`src/rtl/hps_reset_req_sequencer.sv`:
```
// Push-button to HPS reset request sequencer: debounces the keys, classifies
// short/long presses and issues one active-low f2h reset request at a time.

module hps_rrs_debounce #(
    parameter int CYCLES = 1000000
) (
    input  logic clk,
    input  logic rst,
    input  logic in_n,
    output logic out_n
);
    localparam int CW = (CYCLES > 1) ? $clog2(CYCLES) : 1;

    logic [CW-1:0] cnt_q, cnt_d;
    logic          out_q, out_d;

    // Any cycle where the input agrees with the held state restarts the run.
    always_comb begin
        cnt_d = '0;
        out_d = out_q;
        if (in_n != out_q) begin
            if (cnt_q == CW'(CYCLES - 1)) out_d = in_n;
            else                          cnt_d = cnt_q + 1'b1;
        end
    end

    always_ff @(posedge clk or posedge rst) begin
        if (rst) begin
            cnt_q <= '0;
            out_q <= 1'b1;
        end else begin
            cnt_q <= cnt_d;
            out_q <= out_d;
        end
    end

    assign out_n = out_q;
endmodule

module hps_reset_req_sequencer #(
    parameter int DEBOUNCE_CYCLES    = 1000000,
    parameter int LONG_CYCLES        = 150000000,
    parameter int PULSE_CYCLES       = 64,
    parameter int ACK_TIMEOUT_CYCLES = 50000000,
    parameter int CNT_W              = 28
) (
    input  logic       clk_clk,
    input  logic       reset_reset,
    input  logic [1:0] button_n,
    input  logic       enable,
    input  logic       h2f_reset_n,
    output logic       f2h_cold_reset_req_n,
    output logic       f2h_warm_reset_req_n,
    output logic       f2h_debug_reset_req_n,
    output logic       busy,
    output logic [1:0] last_req,
    output logic       timeout_err
);
    typedef enum logic [2:0] {
        S_IDLE, S_PRESS, S_PULSE, S_WAIT_LO, S_WAIT_HI, S_RELEASE
    } state_e;

    localparam logic [1:0] K_WARM  = 2'b01;
    localparam logic [1:0] K_COLD  = 2'b10;
    localparam logic [1:0] K_DEBUG = 2'b11;

    logic [1:0] btn_s1_q, btn_s2_q, btn_db_n;
    logic       ack_s1_q, ack_s2_q;

    always_ff @(posedge clk_clk or posedge reset_reset) begin
        if (reset_reset) begin
            btn_s1_q <= 2'b11;
            btn_s2_q <= 2'b11;
            ack_s1_q <= 1'b1;
            ack_s2_q <= 1'b1;
        end else begin
            btn_s1_q <= button_n;
            btn_s2_q <= btn_s1_q;
            ack_s1_q <= h2f_reset_n;
            ack_s2_q <= ack_s1_q;
        end
    end

    for (genvar i = 0; i < 2; i++) begin : g_db
        hps_rrs_debounce #(.CYCLES(DEBOUNCE_CYCLES)) u_db (
            .clk   (clk_clk),
            .rst   (reset_reset),
            .in_n  (btn_s2_q[i]),
            .out_n (btn_db_n[i])
        );
    end

    state_e           state_q, state_d;
    logic [CNT_W-1:0] cnt_q, cnt_d, cnt_inc;
    logic [1:0]       kind_q, kind_d, last_req_q, last_req_d;
    logic             terr_q, terr_d;
    logic [2:0]       req_n_q, req_n_d;  // {cold, warm, debug}

    assign cnt_inc = (&cnt_q) ? cnt_q : cnt_q + 1'b1;

    always_comb begin
        state_d    = state_q;
        cnt_d      = cnt_inc;
        kind_d     = kind_q;
        last_req_d = last_req_q;
        terr_d     = terr_q;
        case (state_q)
            S_IDLE: begin
                cnt_d = '0;
                if (enable && !btn_db_n[0]) begin
                    state_d = S_PRESS;
                end else if (enable && !btn_db_n[1]) begin
                    state_d = S_PULSE;
                    kind_d  = K_DEBUG;
                end
            end
            S_PRESS: begin
                if (btn_db_n[0]) begin
                    state_d = S_PULSE;
                    kind_d  = K_WARM;
                end else if (cnt_q >= CNT_W'(LONG_CYCLES - 1)) begin
                    state_d = S_PULSE;
                    kind_d  = K_COLD;
                end
            end
            S_PULSE: begin
                if (cnt_q >= CNT_W'(PULSE_CYCLES - 1)) begin
                    state_d = (kind_q == K_DEBUG) ? S_RELEASE : S_WAIT_LO;
                    cnt_d   = '0;
                end
            end
            S_WAIT_LO: begin
                if (!ack_s2_q) begin
                    state_d = S_WAIT_HI;
                end else if (cnt_q >= CNT_W'(ACK_TIMEOUT_CYCLES - 1)) begin
                    state_d = S_RELEASE;
                    terr_d  = 1'b1;
                end
            end
            S_WAIT_HI: begin
                // >= rather than ==: the count may pass the limit while moving out of WAIT_LO
                if (ack_s2_q) begin
                    state_d = S_RELEASE;
                end else if (cnt_q >= CNT_W'(ACK_TIMEOUT_CYCLES - 1)) begin
                    state_d = S_RELEASE;
                    terr_d  = 1'b1;
                end
            end
            S_RELEASE: begin
                cnt_d = '0;
                if (&btn_db_n) state_d = S_IDLE;
            end
            default: state_d = S_IDLE;
        endcase
        if (state_d == S_PULSE && state_q != S_PULSE) begin
            cnt_d      = '0;
            last_req_d = kind_d;
            terr_d     = 1'b0;
        end
        req_n_d    = 3'b111;
        req_n_d[2] = !(state_q == S_PULSE && kind_q == K_COLD);
        req_n_d[1] = !(state_q == S_PULSE && kind_q == K_WARM);
        req_n_d[0] = !(state_q == S_PULSE && kind_q == K_DEBUG);
    end

    always_ff @(posedge clk_clk or posedge reset_reset) begin
        if (reset_reset) begin
            state_q    <= S_IDLE;
            cnt_q      <= '0;
            kind_q     <= '0;
            last_req_q <= '0;
            terr_q     <= 1'b0;
            req_n_q    <= 3'b111;
        end else begin
            state_q    <= state_d;
            cnt_q      <= cnt_d;
            kind_q     <= kind_d;
            last_req_q <= last_req_d;
            terr_q     <= terr_d;
            req_n_q    <= req_n_d;
        end
    end

    assign f2h_cold_reset_req_n  = req_n_q[2];
    assign f2h_warm_reset_req_n  = req_n_q[1];
    assign f2h_debug_reset_req_n = req_n_q[0];
    assign busy                  = (state_q != S_IDLE);
    assign last_req              = last_req_q;
    assign timeout_err           = terr_q;
endmodule

```
`config.mk`:
```
export PLATFORM = sky130hd
export DESIGN_NAME = hps_reset_req_sequencer
export DESIGN_NICKNAME = d
export VERILOG_FILES = /design/src/rtl/hps_reset_req_sequencer.sv
export SDC_FILE = /design/constraint.sdc
export NUM_CORES = 1
export LEC_CHECK = 0
export ABC_CLOCK_PERIOD_IN_PS = 4900
export CAP_MARGIN = 20
export CORE_UTILIZATION = 35
export DETAILED_ROUTE_END_ITERATION = 12
export PLACE_DENSITY = 0.52
export SYNTH_ARGS = -nofsm -noshare
export SYNTH_HDL_FRONTEND = slang
export SYNTH_SLANG_ARGS = --single-unit
```
`constraint.sdc`:
```
create_clock -name clk_clk -period 4.9 [get_ports clk_clk]
set_clock_uncertainty 0.15 [all_clocks]
set_input_delay 0.98 -clock clk_clk [delete_from_list [all_inputs] [get_ports clk_clk]]
set_output_delay 0.98 -clock clk_clk [all_outputs]
set_load 0.01 [all_outputs]
```
==> results of run 1 <==
routing by layer:
layer / global-route usage [%] / up-vias / wire length, µm
li1: - / 1654 / -
met1: 20.25 / 1564 / 4462
met2: 22.04 / 32 / 3921
met3: 4.375 / 14 / 253
met4: 5.628 / 0 / 140
met5: 0 / - / 0
cell type report:
type                            count  share of cell area (%)
Sequential cell                    87                   43.25
Multi-Input combinational cell    356                   43.20
Clock buffer                       11                   4.594
Tap cell                          172                   4.248
Timing Repair Buffer               15                   2.766
Clock inverter                      5                   1.185
Inverter                           10                  0.7656
power by group:
group	total, mW	internal (mW)	switching [mW]
logic	0.0522	0.0169	0.0353
clock network	0.681	0.396	0.285
registers	0.738	0.729	0.00917
kinds of logic (layout without fill, tap and decap cells):
family | Yosys count | after routing | share of synthesized area, %
flip-flops | 87 | 87 | 48.73
AO/OA/AOI/OAI | 40 | 40 | 6.986
XOR/XNOR | 60 | 60 | 11.69
adder cells (fa/ha/maj) | 3 | 3 | 0.8350
buffers and inverters | 25 | 41 | 2.588
multiplexers | 5 | 5 | 1.225
AND/OR/NAND/NOR | 248 | 248 | 27.94
synthesized netlist by cell type (5+ instances only):
| cell | number |
|---|---|
| a21oi_1 | 7 |
| dfrtp_1 | 76 |
| inv_1 | 10 |
| xor2_1 | 28 |
| and4_1 | 5 |
| nand2_1 | 33 |
| nand3_1 | 33 |
| dfstp_2 | 11 |
| nand4_1 | 19 |
| clkbuf_1 | 12 |
| nor4_1 | 12 |
| o211ai_1 | 5 |
| or2_2 | 6 |
| nor3_1 | 8 |
| nor2_1 | 88 |
| xnor2_1 | 32 |
| and2_1 | 7 |
| and3_1 | 9 |
critical path, cell delays in order, from the launching register on:
cell and delay (ps):
dfrtp_1 470, or4_4 560, or4_1 490, o211ai_2 280, o311ai_2 180, o31ai_4 270
buf_4 340, nor2_1 90
worst paths after layout:
check	to	slack [ps]	cells past startpoint
max	cnt_q[23]$_DFF_PP0_	1930	7
max in group asynchronous	btn_s2_q[0]$_DFF_PP1_	2620	3
max reg2reg	cnt_q[23]$_DFF_PP0_	1930	7
min reg2reg	ack_s2_q$_DFF_PP1_	210	0
min in group asynchronous	g_db[1].u_db.cnt_q[15]$_DFF_PP0_	940	2
min	ack_s2_q$_DFF_PP1_	210	0
stage by stage:
step	cell area, µm²	setup WS, ps	std cells	power (mW)
after floorplan	4496	1538	468	0.7897
after global placement	4768	1644	639	0.8047
after detailed placement	4773	1579	640	0.8054
after CTS	5066	1914	656	1.498
after global routing	5066	1758	656	1.535
final	5066	1934	656	1.471
registers in the layout (all words and copies together) (netlist names):
| signal | count |
|---|---|
| state_q | 3 |
| kind_q | 2 |
| ack_s2_q | 1 |
| g_db.u_db.cnt_q | 40 |
| cnt_q | 28 |
| req_n_q | 3 |
| last_req | 2 |
| ack_s1_q | 1 |
| g_db.u_db.out_n | 2 |
| btn_s2_q | 2 |
| btn_s1_q | 2 |
| timeout_err | 1 |
==> metrics, run 1 <==
status=finished clean; dominant cells by area after synthesis=dfrtp_1 42%, nor2_1 7.3%, dfstp_2 6.4%; First-pass DRT Iterations=4; number of synthesis warnings=0; largest net degree at the start of global routing=48; Pleak=1.960 nW; initial antenna violation count=0; grt ovf=0; Synth area leader=dfrtp_1; PwrDens=290.3 nW/µm²; Rows=41; final worst-path cycle share=60.54%; r2r startpoint=cnt_q[18]$_DFF_PP0_; Starting Density=about 36%; Tot GR Track Use=between 10 and 15%; Cells after Synth=468; CP endpoint kind=register; Slew headroom=between 30 and 40%; ys async rst share=100.0%; Top Ports=13; multi-input logic area=2188 µm²; postcts setup bufs=0; crit path kind=reg2reg; ANT cells=0; Num CTS Buffers=9; minimum clock period=between 2000 and 3000 ps; crit path max fanout=28; hold_buf cts=0; post-CTS sizing=0; detailed placement HPWL=5930 µm; clk slew on worst S/H paths=~60 ps; RSZ-0062 raised after global routing=no; DRC viols=0; final hold slack=205.3 ps; vias in the first global route=3123; FMAX=between 300 and 400 MHz; chip height=115.3 µm; Worst EP arrival=3030 ps; H-tree levels=3; most frequent cells in the layout=88 x nor2_1, 76 x dfrtp_1, 33 x nand2_1, 33 x nand3_1, 32 x xnor2_1; worst-skew pair later-pin latency=340 ps; Die Span X=around 120 µm; WL per Instance=13.38 µm; Final ANT Viol Nets=0; EDFF count, synth=0; fillers=about 1300; CTS sink count=87; ys flop type=dfrtp_1; first-pass GRT wire length=around 15000 µm; maximum clock path buffer count=2; Fin. Hold Viols=0; Avg Cell Area, Syn=9.606 µm²; Hold Crit Start=ack_s1_q$_DFF_PP1_; top-area cell type share of the netlist area=42.30%; CTS Root Cell=clkbuf_16; routed vias=3264; syn nets=477; P&R area growth vs syn=12.69%; Final #Nets=~500; layout cells sized above 1=between 9 and 10%; Util after Layout=40.31%; CTS tree=done; Final Max Slew Viols=0; DR iter-0 viols=172; register area=around 2200 µm²; Vias/cell=approximately 5; Syn Std Cell Area=4496 µm²; I/O Buffers=12; Die ar.=around 13000 µm²; max_cap viols=0; TNS Setup=0 ps; GPL Wtd Cong=0.8320; Seq/Total Area, Yosys=48.73%; Hold Path Class=reg2reg; Worst Setup SP=cnt_q[18]$_DFF_PP0_; Final setup viols=0; Seq cells post-synth=87; post-synthesis cell type count=54; Worst EP required=between 4000 and 5000 ps; peak supply drop=about 0.27 mV; commonest non-fill, non-tap cell in the layout=nor2_1; Core ar.=roughly 13000 µm²; routed wire length=about 8800 µm; Startpoint Class=register; worst slew pin tran=984.0 ps
(Power assumes the default switching activity.)
==> inputs of run 2 (changes only) <==
--- a/config.mk
+++ b/config.mk
@@ -5,11 +5,11 @@
 export SDC_FILE = /design/constraint.sdc
 export NUM_CORES = 1
 export LEC_CHECK = 0
-export ABC_CLOCK_PERIOD_IN_PS = 4900
+export ABC_CLOCK_PERIOD_IN_PS = 2700
 export CAP_MARGIN = 20
 export CORE_UTILIZATION = 35
 export DETAILED_ROUTE_END_ITERATION = 12
-export PLACE_DENSITY = 0.52
+export PLACE_DENSITY = 0.54
 export SYNTH_ARGS = -nofsm -noshare
 export SYNTH_HDL_FRONTEND = slang
 export SYNTH_SLANG_ARGS = --single-unit
==> constraint.sdc (replaced) <==
create_clock -name clk_clk -period 2.7 [get_ports clk_clk]
set_clock_uncertainty 0.15 [all_clocks]
set_input_delay 0.54 -clock clk_clk [delete_from_list [all_inputs] [get_ports clk_clk]]
set_output_delay 0.54 -clock clk_clk [all_outputs]
set_load 0.01 [all_outputs]
==> run 2 against run 1 <==
Compared with the run above: the flow now finishes with violations (setup timing); maximum frequency rose by 9.7%; worst hold slack better by 3.7 ps; combinational power grew 140%; critical path type unchanged; sequential power grew 82%; global-route usage grew 1.0 points; largest cell class is now multi-input gates; largest power group unchanged; design area grew 6.8%; via count rose by 4.7%; flip-flop and latch count unchanged; routed wire length increased by 7.4%.
==> metrics, run 2 (synthesized netlist as in run 1, its figures left out) <==
GPL Wtd Cong=0.7995 (-3.9%); CP delay by family, top=simple AND/OR/NAND/NOR gates; final hold slack=208.9 ps (+3.657 ps); final worst-path cycle share=100.1% (+40 points); Starting Density=35.77% (unchanged); Hold Path Class=reg2reg; Final Max Slew Viols=0 (unchanged); max_cap viols=0 (unchanged); CTS sink count=87 (unchanged); Final ANT Viol Nets=0 (unchanged); CTS Root Cell=clkbuf_16; layout cells sized above 1=16.60% (+6.9 points); Switching Fraction=22.87% (+0.50 points); Rows=41 (unchanged); peak supply drop=0.3154 mV (+16%); Setup WS pre-CTS=-34.44 ps (-1614 ps); First-pass DRT Iterations=4 (unchanged); Tot GR Track Use=15.86% (+1.0 points); cell mode on critical path=or4_4; DRC viols=0 (unchanged); Comb pwr share=4.7% (+1.2 points); grt ovf=0 (unchanged); slowest cell on the critical path=or4_4; WL per Instance=13.66 µm (+2.1%); Die ar.=13300 µm² (unchanged); Worst EP required=2780 ps (-2190 ps); most frequent cells in the layout=87 x nor2_1, 76 x dfrtp_1, 33 x nand2_1, 33 x nand3_1; Pleak=2.150 nW (+9.7%); vias in the first global route=3301 (+5.7%); total chip power=2.628 mW (+79%); Reg power frac=51.0% (+0.8 points); crit path setup slack, layout=-3.791 ps (-1937 ps); maximum clock path buffer count=2 (unchanged); RSZ-0062 raised after global routing=yes; Num CTS Buffers=9 (unchanged); CP endpoint kind=register; routed vias=3416 (+4.7%); worst-skew pair later-pin latency=340 ps (about the same); FMAX=369.9 MHz (+9.7%); clk slew on worst S/H paths=60 ps (about the same); worst slew pin tran=905.1 ps (-78.92 ps); Top Ports=13 (unchanged); CP Buf/Inv Count=2 (+1); P&R area growth vs syn=20.37%; detailed placement HPWL=6546 µm (+10%); minimum clock period=2704 ps (-262.7 ps); Vias/cell=4.951 (-0.50%); I/O Buffers=12 (unchanged); failing checks=setup timing; Final Cell Area=5411 µm² (+6.8%); crit path kind=reg2reg; ANT cells=0 (unchanged); largest net degree at the start of global routing=36 (-25%); crit path max fanout=13 (-54%); Die Span X=115.3 µm (unchanged); Final #Nets=522 (+7.0%); Fin. Hold Viols=0 (unchanged); chip height=115.3 µm (unchanged); Core ar.=12570 µm² (unchanged); first-pass GRT wire length=16180 µm (+5.9%); Largest register FFs=40 (unchanged); status=complete, but fails checks; Worst EP arrival=2780 ps (-250 ps); DR iter-0 viols=235 (+37%); H-tree levels=3 (unchanged); Most flops, register=g_db.u_db.cnt_q; Startpoint Class=register; Clock power frac=44.4% (-1.9 points); initial antenna violation count=0 (unchanged); routed wire length=9423 µm (+7.4%); Largest stage delay, worst path=540 ps (-20 ps); Switch Pwr=0.6012 mW (+83%); cell internal pwr=2.027 mW (+78%); biggest regs=g_db.u_db.cnt_q x40, cnt_q x28; Final setup viols=3 (+3); CTS tree=done; commonest non-fill, non-tap cell in the layout=nor2_1; Post-Place Cell Area=5031 µm² (+5.4%); Slew headroom=39.38% (+5.6 points); Util after Layout=43.06% (+2.7 points); PwrDens=485.7 nW/µm² (+67%); worst-path cell chain=or4_4 > or4_4 > o211ai_4 > o311ai_4 > o31ai_4 > buf_12 > buf_6 > nor2_2
[run 2: cell count changes in the layout (fill, tap and decap cells not counted), moves of 2 or more]
cell,before,now
clkinv_4,2,0
buf_6,0,3
buf_4,2,32
buf_12,0,2
mux2_4,0,2
inv_6,0,2
mux2_2,4,2
[run 2: worst paths after layout]
path	to	start	slack, ps	cells past startpoint
max in group asynchronous	btn_s1_q[0]$_DFF_PP1_	reset_reset	1330	3
worst max-delay path	cnt_q[7]$_DFF_PP0_	cnt_q[19]$_DFF_PP0_	-4	8
worst min register to register	ack_s2_q$_DFF_PP1_	ack_s1_q$_DFF_PP1_	210	0
worst max register to register	cnt_q[7]$_DFF_PP0_	cnt_q[19]$_DFF_PP0_	-4	8
worst min-delay path	ack_s2_q$_DFF_PP1_	ack_s1_q$_DFF_PP1_	210	0
min in group asynchronous	g_db[1].u_db.cnt_q[3]$_DFF_PP0_	reset_reset	410	2
[run 2: power groups by stage]
stage / Clock (mW) / Sequential (mW) / Combinational, mW
2_1_floorplan: 0 / 1.36 / 0.0772
3_3_place_gp: 0 / 1.36 / 0.110
3_5_place_dp: 0 / 1.36 / 0.111
4_1_cts: 1.21 / 1.34 / 0.131
5_1_grt: 1.27 / 1.34 / 0.141
6_report: 1.17 / 1.34 / 0.123
[run 2: area by class of cell]
cell class              instances  area, µm²
clock buffers                  12      246.5
clock inverters                 4      30.03
fillers                      1206       7157
inverters                      10      41.29
multi-input cells             356       2253
flip-flops and latches         87       2191
well taps                     172      215.2
repair buffers                 49      434.2
[run 2: through the flow]
stage / std cells / TNS, ps
detailed placement: 670 / -178.5
global route: 690 / -807.0
floorplan: 468 / -24.15
finish: 690 / -8.042
CTS: 689 / -92.80
global placement: 670 / 0
[run 2: routing by layer]
metal  wire length [µm]  global-route usage [%]  vias to the layer above  share of wire (%)
met5                  0                       0                        -                  0
li1                   -                       -                     1722                  -
met1               4674                   21.19                     1657                 50
met2               4405                   24.79                       29                 47
met3                246                   4.902                        8                2.6
met4                 96                   4.329                        0                1.0
[run 2: worst register-to-register path, delay by kind of cell, from the launching register on]
family,cells,cell delay (ps)
and+or+nand+nor,3,1070
buffers and inverters,2,300
DFF,1,370
AOI/OAI and AO/OA,3,700
[run 2: timing repair]
item / in CTS / in global routing
setup buffers: 2 / 2
endpoints found under the setup margin: 6 / 21
cloned: 1 / 0
gates resized for setup: 11 / 4
pin swaps: 4 / 4
hold buffers: 0 / 0
==> inputs of run 3 (changes only) <==
--- a/config.mk
+++ b/config.mk
@@ -8,6 +8,7 @@
 export ABC_CLOCK_PERIOD_IN_PS = 2700
 export CAP_MARGIN = 20
 export CORE_UTILIZATION = 35
+export CTS_BUF_LIST = sky130_fd_sc_hd__clkbuf_8
 export DETAILED_ROUTE_END_ITERATION = 12
 export PLACE_DENSITY = 0.54
 export SYNTH_ARGS = -nofsm -noshare
==> run 3 against run 2 <==
Compared with the run above: the flow still finishes with violations (setup timing); cell count shrank 0.29%; clock power shrank 29%; sequential power is essentially flat; combinational power shrank 7%; via count shrank 1.1%; utilization shrank 0.94 points; die area is the same; sequential share of layout area grew 0.90 points; register-to-register slack is essentially flat; routed wire length shrank 2.1%; non-clock buffer count shrank 2; critical path type unchanged.
==> metrics, run 3 (synthesized netlist as in run 1, its figures left out) <==
First-pass DRT Iterations=4 (unchanged); Fin. Hold Viols=0 (unchanged); Starting Density=35.77% (unchanged); Final ANT Viol Nets=0 (unchanged); Most flops, register=g_db.u_db.cnt_q; P&R area growth vs syn=17.76%; ANT cells=0 (unchanged); worst-skew pair later-pin latency=370 ps (+30 ps); Rows=41 (unchanged); chip height=115.3 µm (unchanged); max_cap viols=0 (unchanged); DR iter-0 viols=177 (-25%); failing checks=setup timing; GPL Wtd Cong=0.7995 (unchanged); Hold Path Class=reg2reg; final worst-path cycle share=100.3% (+0.18 points); clk slew on worst S/H paths=80 ps (+20 ps); Vias/cell=4.913 (-0.77%); CTS sink count=87 (unchanged); Critical R2R Capture=last_req[1]$_DFFE_PP0N_; Die Span X=115.3 µm (unchanged); routed vias=3380 (-1.1%); routed wire length=9227 µm (-2.1%); largest net degree at the start of global routing=36 (unchanged); detailed placement HPWL=6546 µm (unchanged); Worst EP required=2800 ps (+20 ps); Post-Place Cell Area=5031 µm² (unchanged); Top Ports=13 (unchanged); Hold Crit Start=ack_s1_q$_DFF_PP1_; Worst R2R Path Depth=6 (-2); I/O Buffers=12 (unchanged); WL per Instance=13.41 µm (-1.8%); Startpoint Class=register; initial antenna violation count=0 (unchanged); crit path setup slack, layout=-8.692 ps (-4.902 ps); r2r startpoint=cnt_q[19]$_DFF_PP0_; Final setup viols=3 (unchanged); PwrDens=430.3 nW/µm² (-11%); Worst EP arrival=2810 ps (+30 ps); Slew headroom=38.12% (-1.3 points); vias in the first global route=3244 (-1.7%); hold depth=0 (unchanged); CTS Root Cell=clkbuf_8; flop2flop setup slack=-9 ps (about the same); Largest register FFs=40 (unchanged); maximum clock path buffer count=2 (unchanged); Die ar.=13300 µm² (unchanged); biggest regs=g_db.u_db.cnt_q x40, cnt_q x28; FMAX=369.2 MHz (-0.18%); Pleak=2.121 nW (-1.4%); Tot GR Track Use=15.29% (-0.56 points); crit path kind=reg2reg; worst slew pin tran=923.9 ps (+18.83 ps); most frequent cells in the layout=87 x nor2_1, 76 x dfrtp_1, 33 x nand2_1, 33 x nand3_1, 32 x xnor2_1; DRC viols=0 (unchanged); crit path max fanout=3 (-10); layout cells sized above 1=16.09% (-0.52 points); Num CTS Buffers=9 (unchanged); total chip power=2.278 mW (-13%); minimum clock period=2709 ps (+4.902 ps); peak supply drop=0.3344 mV (+6.0%); grt ovf=0 (unchanged); Final Cell Area=5294 µm² (-2.2%); H-tree levels=3 (unchanged); first-pass GRT wire length=15640 µm (-3.3%); Final #Nets=520 (-0.38%); commonest non-fill, non-tap cell in the layout=nor2_1; RSZ-0062 raised after global routing=yes; status=complete, but fails checks; Hold Path End=ack_s2_q$_DFF_PP1_; CP endpoint kind=register; Core ar.=12570 µm² (unchanged); Final Max Slew Viols=0 (unchanged); CTS tree=done
## run 3: changes by cell type in the layout (fill, tap and decap cells not counted), sizes merged
cell / previous run / this run
buf: 37 / 35
clkbuf: 12 / 10
inv: 11 / 13
## run 3: worst max-delay path by stage
stage                         from                      end
3_3_place_gp   cnt_q[19]$_DFF_PP0_  last_req[0]$_DFFE_PP0N_
2_1_floorplan  cnt_q[19]$_DFF_PP0_      cnt_q[26]$_DFF_PP0_
6_report       cnt_q[19]$_DFF_PP0_  last_req[1]$_DFFE_PP0N_
3_5_place_dp                enable      cnt_q[11]$_DFF_PP0_
4_1_cts        cnt_q[19]$_DFF_PP0_  last_req[0]$_DFFE_PP0N_
5_1_grt        cnt_q[17]$_DFF_PP0_  last_req[1]$_DFFE_PP0N_
## run 3: per-layer routing
layer  vias to the layer above  part of all wire (%)  global-route usage [%]
met2                        24                    47                   23.83
met5                         -                     0                       0
met3                         6                   2.5                   4.639
met4                         0                  0.95                   4.416
li1                       1717                     -                       -
met1                      1633                    49                   20.47
## run 3: cell type report
cell class	count	area (µm²)
clock buffers	10	137.6
flip-flops and latches	87	2191
clock inverters	6	37.54
fillers	1221	7274
repair buffers	47	415.4
inverters	10	41.29
multi-input cells	356	2256
well taps	172	215.2
## run 3: stage by stage
stage	setup TNS [ps]	instances	setup WS (ps)	utilization [%]	hold slack (ps)
CTS	-46.88	686	-22.58	41.48	213.8
floorplan	-24.15	468	-2.822	-	195.2
global route	-360.0	688	-76.62	42.12	219.0
finish	-14.05	688	-8.692	42.12	212.6
global placement	0	670	12.52	40.03	195.9
detailed placement	-178.5	670	-34.44	40.03	201.2
## run 3: what timing repair did
action                     CTS  global route
buffers inserted             0             2
hold buffers                 0             0
setup endpoints to repair    5             8
pin swaps                    1             3
resized for setup            2            11
## run 3: critical path, cell delays in order, from the launching register on
cell and delay [ps]:
dfrtp_1 380, or4_4 540, or4_4 500, o211ai_4 230, o311ai_4 160, nor3_4 300, mux2_4 320
## run 3: where the power goes
group,switching [mW],internal (mW)
Combinational,0.0689,0.0456
Clock,0.468,0.358
Sequential,0.0172,1.32
==> variant, RTL diff (config.mk and constraints of run 3) <==
`CNT_W`: 28 -> 42.
--- a/src/rtl/hps_reset_req_sequencer.sv
+++ b/src/rtl/hps_reset_req_sequencer.sv
@@ -42,7 +42,7 @@
     parameter int LONG_CYCLES        = 150000000,
     parameter int PULSE_CYCLES       = 64,
     parameter int ACK_TIMEOUT_CYCLES = 50000000,
-    parameter int CNT_W              = 28
+    parameter int CNT_W              = 42
 ) (
     input  logic       clk_clk,
     input  logic       reset_reset,
Function: no difference found for any inputs over 10 cycles, from zero or initial values and one cycle with reset_reset high; that may be too few to reach the edited logic, so the function may still have changed.
==> variant against run 3 <==
Design area up 11%; setup slack better by 0.14 ns; non-clock buffer count down 21; sequential share of layout area up 2.0 points; routed wire length up 15%; sequential cell count up 14; power up 15%; synthesized area up 16%; final cell count up 8.9%; maximum frequency up 5.6%.
==> variant: results (changes against run 3) <==
- After synthesis, the most frequently instantiated cells are sky130_fd_sc_hd__nor2_1, sky130_fd_sc_hd__dfrtp_1, sky130_fd_sc_hd__nand2_1, sky130_fd_sc_hd__xor2_1, sky130_fd_sc_hd__nand3_1.
- The cell row count is 44 (+7.3%).
- The run finished with clean final reports.
- The post-synthesis net count is 549 (+15%).
- In the final layout, the registers with the most flip-flops are cnt_q: 42 flops, g_db.u_db.cnt_q: 40 flops.
- The switching share of power is 23.87% (-0.44 points).
- The fraction of final layout cells sized beyond drive strength 1 is 10.97% (-5.1 points).
- The setup slack of the worst register-to-register path was 0.13 ns (+0.14 ns).
- The cell area after placement was 5642 sq um (+12%).
- The aggregate routed wire length is 10660 um (+15%).
- The number of buffer cells added on primary ports is 12 (unchanged).
- The arrival time at the worst endpoint came to 2.69 ns (-0.12 ns).
- The per-cell routed wire length came to 14.23 um (+6.1%).
- The delay of the slowest cell on the worst path came to 0.45 ns (-0.09 ns).
- The met1 demand-to-capacity share in global routing is 20.21% (-0.26 points).
- The total global-route track usage is 15.42% (+0.12 points).
- The estimated wirelength of the detail-placed design came to 7431 um (+14%).
- The multi-input logic portion of the cell area was 44.55% (+1.9 points).
- The total of flip-flops plus latches after synthesis came to 101 (+16%).
- The master of the slowest instance on the critical path is sky130_fd_sc_hd__dfrtp_1.
- The sequential cell area is 2541 sq um (+16%).
- The part of the Yosys area used for sequential elements came to 48.62% (-0.11 points).
- The distinct cell type count after synthesis is 55 (+1.9%).
- The share of synthesized cell area in full adder, half adder and majority cells is 0.7182% (-0.12 points).
- The clock tree cell share of total cell area is 3.204% (-0.11 points).
- The pin count of the biggest net entering global routing was 52 (+44%).
- The post-synthesis compound-gate area fraction is 5.171% (-1.8 points).
- The non-clock buffer share of cell area came to 4.485% (-3.4 points).
- The met2 track demand over resource in global routing was 24.76% (+0.93 points).
- The utilization after layout is 40.31% (-1.8 points).
- The met3 track demand over resource in global routing was 3.846% (-0.79 points).
- The clock tree buffer count of the final layout was 9 (-1).
- The number of nets in the final layout is 570 (+9.6%).
- The power drawn by the clock network is 0.963 mW (+17%).
- The leakage power is 2.381 nW (+12%).
- The startpoint identified for the worst register-to-register timing path is cnt_q[31].
- The worst IR drop on VDD came to 272.1 uV (-19%).
- The combinational fraction of design power is 3.9% (-1.1 points).
- The number of gates resized after CTS was 0 (-2).
- The met2 wire length is 4938 um (+13%).
- The detailed-route via count is 3834 (+13%).
- The routability congestion estimate from global placement is 0.8228 (+2.9%).
- The worst hold margin is 0.2090 ns (-0.003656 ns).
- The filler cell count is 1439 (+18%).
- The count of plain and timing-repair buffers in the layout is 26 (-45%).
- The largest fanout of any net on the critical path came to 5 (+2).
- The violation count after the first detailed-routing iteration is 239 (+35%).
- The multi-input combinational cell count came to 417 (+17%).
- The pin slew with the least headroom to its limit is 0.6266 ns (-0.2973 ns).
==> variant: worst max-delay path by stage <==
stage | start | slack, ns | to
floorplan | cnt_q[18] | 0.34 | last_req[1]
global placement | cnt_q[14] | 0.13 | last_req[1]
detailed placement | cnt_q[31] | 0.09 | last_req[1]
CTS | cnt_q[14] | 0.08 | last_req[1]
global route | cnt_q[31] | -0.04 | last_req[1]
finish | cnt_q[31] | 0.13 | last_req[1]
==> variant: metrics by stage <==
| step | TNS (ns) | power [mW] | worst slack (ns) |
|---|---|---|---|
| final | 0 | 2.612 | 0.1345 |
| after global routing | -0.05209 | 2.729 | -0.03620 |
| after CTS | 0 | 2.660 | 0.08363 |
| after detailed placement | 0 | 1.683 | 0.09380 |
| after global placement | 0 | 1.681 | 0.1267 |
| after floorplan | 0 | 1.638 | 0.3397 |
==> variant: critical path, delay by kind of cell, from the launching register on <==
family	cells	cell delay, ns
simple gates	4	1.32
mux	1	0.30
flops	1	0.45
compound gates	1	0.24
